**config.mk**
```make
export PLATFORM = sky130hd
export DESIGN_NAME = demux_deser8
export DESIGN_NICKNAME = d
export VERILOG_FILES = /design/src/rtl/demux_pkg.sv /design/src/rtl/demux1to8.sv /design/src/rtl/demux_deser8.sv
export SDC_FILE = /design/constraint.sdc
export NUM_CORES = 1
export LEC_CHECK = 0
export CAP_MARGIN = 40
export CORE_MARGIN = 1
export CORE_UTILIZATION = 28
export DETAILED_ROUTE_END_ITERATION = 10
export PLACE_DENSITY = 0.58
export SETUP_SLACK_MARGIN = 0.05
export SYNTH_ARGS = -nofsm -noshare
export SYNTH_HDL_FRONTEND = slang
export SYNTH_SLANG_ARGS = --single-unit
```
**constraint.sdc**
```tcl
create_clock -name clk -period 1.35 [get_ports clk]
set_clock_uncertainty 0.1 [all_clocks]
set_input_delay 0.2025 -clock clk [delete_from_list [all_inputs] [get_ports clk]]
set_output_delay 0.2025 -clock clk [all_outputs]
set_load 0.02 [all_outputs]
```
**src/rtl/demux_pkg.sv**
```systemverilog
// Shared types and constants for the 1:8 serial deserializer.
// The index width and last position follow the 8:1 mux on the sending side.
package demux_pkg;

  localparam int WIDTH = 8;
  localparam int IDX_W = 3;

  typedef enum logic {
    FILL = 1'b0,
    FULL = 1'b1
  } state_t;

  localparam logic [IDX_W-1:0] LAST_IDX = 3'd7;

  function automatic logic [IDX_W-1:0] next_idx(input logic [IDX_W-1:0] cur);
    return cur + 1'b1;
  endfunction

endpackage

```
**src/rtl/demux1to8.sv**
```systemverilog
// Combinational 1:8 demultiplexer producing one-hot write enables.
// All outputs stay low when en is low.
module demux1to8
  import demux_pkg::*;
(
  input  logic             en,
  input  logic [IDX_W-1:0] sel,
  output logic [WIDTH-1:0] onehot
);

  always_comb begin
    onehot = '0;
    if (en) onehot[sel] = 1'b1;
  end

endmodule

```
**src/rtl/demux_deser8.sv**
```systemverilog
// Serial-to-parallel collector: steers LSB-first bits into a byte, then
// holds the byte on a valid/ready output with backpressure on the serial side.
module demux_deser8
  import demux_pkg::*;
#(
  parameter int WIDTH = 8,
  parameter int IDX_W = 3
) (
  input  logic             clk,
  input  logic             rst,
  input  logic             din,
  input  logic             din_valid,
  output logic             din_ready,
  input  logic             flush,
  output logic [IDX_W-1:0] idx,
  output logic [WIDTH-1:0] dout,
  output logic             dout_valid,
  input  logic             dout_ready
);

  state_t           state;
  logic [WIDTH-1:0] word;
  logic [WIDTH-1:0] wr_en;
  logic             accept;
  logic             handshake;

  // While a word is held, a new bit may only enter on the edge that hands it off.
  assign din_ready  = (state == FULL) ? (dout_ready & ~flush) : ~flush;
  assign accept     = din_valid & din_ready;
  assign handshake  = (state == FULL) & dout_ready;
  assign dout       = word;
  assign dout_valid = (state == FULL);

  demux1to8 u_demux (
    .en     (accept),
    .sel    (idx),
    .onehot (wr_en)
  );

  always_ff @(posedge clk) begin
    if (rst) begin
      state <= FILL;
      idx   <= '0;
      word  <= '0;
    end else begin
      case (state)
        FILL: begin
          if (flush) begin
            idx  <= '0;
            word <= '0;
          end else if (accept) begin
            word <= (word & ~wr_en) | (wr_en & {WIDTH{din}});
            if (idx == LAST_IDX) begin
              idx   <= '0;
              state <= FULL;
            end else begin
              idx <= next_idx(idx);
            end
          end
        end
        FULL: begin
          // idx is 0 here, so a same-edge bit lands in word[0] with no bubble.
          if (handshake) begin
            state <= FILL;
            if (accept) begin
              word <= wr_en & {WIDTH{din}};
              idx  <= next_idx(idx);
            end else begin
              word <= '0;
              idx  <= '0;
            end
          end
        end
        default: begin
          state <= FILL;
          idx   <= '0;
          word  <= '0;
        end
      endcase
    end
  end

endmodule

```
==> qor.csv <==
stage;metric;value;unit
outcome;outcome;completed;
timing;period_share;97.9;%
floorplanning;core_area;2540;um2
placed_design;detailed_place.area;1080;um2
critical_path;cp_max_fo;2;
global_routing;grt_start_max_net_pins;13;
routing;wl;2420;um
floorplanning;die_w;54.6;um
routing;vias;894;
routing;first_pass_iters;4;
critical_path;critPathRequiredTime;1050;ps
pwr;powerDensity;597;nW/um2
cts;cts_buffer_depth;2;
floorplanning;ios;19;
yosys;ys_seq_area_share;31.0;%
critical_path;startpoint_type;register;
floorplanning;rows;18;
placed_design;portBuffers;18;
layout;final_util;46.8;%
cts;h-tree-depth;1;
run;drv_cap;0;
layout;postLayoutCellArea;1190;um2
hold_path;hold_path_class;register to register;
floorplanning;die_h;54.6;um
routing;drtIter0Drc;21;
layout;seqCellArea;255;um2
placed_design;gp_congestion;0.791;
yosys;synth_top_cell_area_share;31.0;%
critical_path;path_class;register to output pin;
timing;setup_viol;0;
critical_path;crit_family;flip-flops;
cts;cts_hold_buf;0;
routing;avgViaCountPerCell;5.59;
placed_design;hpwlAfterDp;1560;um
critical_path;cpPeakStageDelay;350;ps
layout;antenna_cells;0;
timing;whs;427;ps
pwr;leakage;0.414;nW
routing;wire_per_inst;15.1;um
timing;drv_slew;0;
layout;drive_above_1_share;44.6;%
yosys;ys_warn_count;0;
floorplanning;die_area;2980;um2
critical_path;critPathCaptureType;output pin;
global_routing;antenna_found_initial;0;
cts;cts_tree;done;
cts;clk-insertion-delay-late;270;ps
global_routing;grt_overflow;0;
critical_path;path_cells;nor2b_2, nor2_1, buf_4;
global_routing;grt_pass1_wl;3750;um
global_routing;grt_pass1_vias;841;
critical_path;cp.arrival;1020;ps
critical_path;worst-path-buf-inv;1;
timing;tns;0;ps
timing;finalCriticalPeriod;1320;ps
cts;cts.sink_count;12;
routing;drc;0;
yosys;ys_async_sr_fraction;0;%
yosys;synth_area_leaders;dfxtp_1 (31%), a311oi_1 (7.9%), a311o_1 (7.7%), nand4_1 (7.3%), o21ai_0 (5.8%);
yosys;synth_edf_count;0;
layout;fin_nets;139;
critical_path;crit_path_top_delay_cell;dfxtp_4;
routing;ant_nets;0;
yosys;synth_top_area_cell;dfxtp_1;
yosys;synthCells;95;
yosys;ys_seq_elements;12;
timing;worst_pin_slew;243;ps
pwr;ir_worst_vdd;0.469;mV
cts;cts_root_buf;clkbuf_4;
layout;area_delta_synth_final;53.4;%
timing;slew_headroom;83.5;%
yosys;synth_ff_type;dfxtp_1;
global_routing;grt.total_usage;17.6;%
floorplanning;start_util;30.5;%
timing;hold_viol_final;0;
timing;rsz0062_at_grt;true;
timing;fmax;756;MHz
yosys;synth_common_cells;dfxtp_1 (12), nor2_1 (11), nand4_1 (9), o21ai_0 (9), inv_1 (8);
cts;cts_made_buffers;3;
pwr;p_total;0.000710;W
layout;fillCellCount;259;
yosys;synth.distinct_cells;25;
layout;multi_input_area;546;um2
yosys;synth_area;776;um2
yosys;synth.most_common_cell;dfxtp_1;
cts;path_clk_slew;80;ps
yosys;synth_nets;103;
yosys;avgSynthCellArea;8.17;um2
-- worst reg2reg max path, cell delays in order, from the launching register on --
cell,delay [ps]
dfxtp_4,390
nor2b_4,150
a311o_1,340
a311oi_1,240
-- sequential cells by signal (all words and copies together), names as in the netlist --
name and count:
dout 8, dout_valid 1, idx 3
-- worst paths after layout --
check	slack, ps	to	cells after the start	from
worst max-delay path	30	din_ready	3	dout_valid
worst min-delay path	430	dout[5]	2	dout[5]
worst max register to register	50	dout[2]	3	idx[1]
worst min register to register	430	dout[5]	2	dout[5]
-- stage by stage --
stage / instances / setup WS (ps)
global placement: 153 / -386
CTS: 159 / 27.2
detailed placement: 153 / -411
floorplan: 95 / 63.5
global route: 160 / -37.8
finish: 160 / 27.7
-- layer usage --
layer  up-vias  GRT usage [%]  part of all wire [%]
li1        438              -                     -
met2        29           28.3                    49
met5         -              0                     0
met3         4           6.11                   5.1
met4         0           2.56                  0.58
met1       423           22.9                    45
-- area by class of cell --
class / count / share of cell area, %
sequential: 12 / 21.5
multi-input combinational: 69 / 45.8
inverter: 8 / 2.52
timing repair buffer: 37 / 24.8
tap: 30 / 3.15
clock buffer: 4 / 2.21
-- cells by family (layout without fill, tap and decap cells) --
logic type,count (synthesis),in the layout,synth area share (%)
muxes,1,1,1.45
buffers and inverters,14,49,9.52
DFF,12,12,31.0
AOI/OAI and AO/OA,32,32,30.6
and+or+nand+nor,34,34,24.2
adders and majority gates,2,2,3.23
-- repair_timing --
item                       in CTS  in global routing
hold endpoints to repair        0                  0
resized for setup              51                 30
buffers inserted                1                  2
pin swaps                       8                 11
setup endpoints to repair      25                 21
cloned                          1                  0
-- cells in the final DEF, fill, tap and decap left out, types with 4 or more instances in the layout --
| cell | netlist | layout |
|---|---|---|
| buf_6 | 1 | 7 |
| dfxtp_4 | 0 | 4 |
| o21ai_0 | 9 | 6 |
| a311o_1 | 6 | 6 |
| nand4_1 | 9 | 9 |
| dlygate4sd2_1 | 0 | 4 |
| a311oi_1 | 7 | 5 |
| inv_1 | 8 | 8 |
| buf_4 | 3 | 12 |
| clkbuf_2 | 0 | 6 |
| nor2_1 | 11 | 10 |
| o21ai_2 | 0 | 4 |
| buf_2 | 2 | 4 |
| dfxtp_1 | 12 | 8 |
-- report_power, final --
| group | internal (W) | switching [W] |
|---|---|---|
| registers | 0.000349 | 0.00000584 |
| clock network | 0.000114 | 0.000124 |
| logic | 0.0000553 | 0.0000615 |
| total | 0.000519 | 0.000191 |
Power figures use the tool's default switching activity.
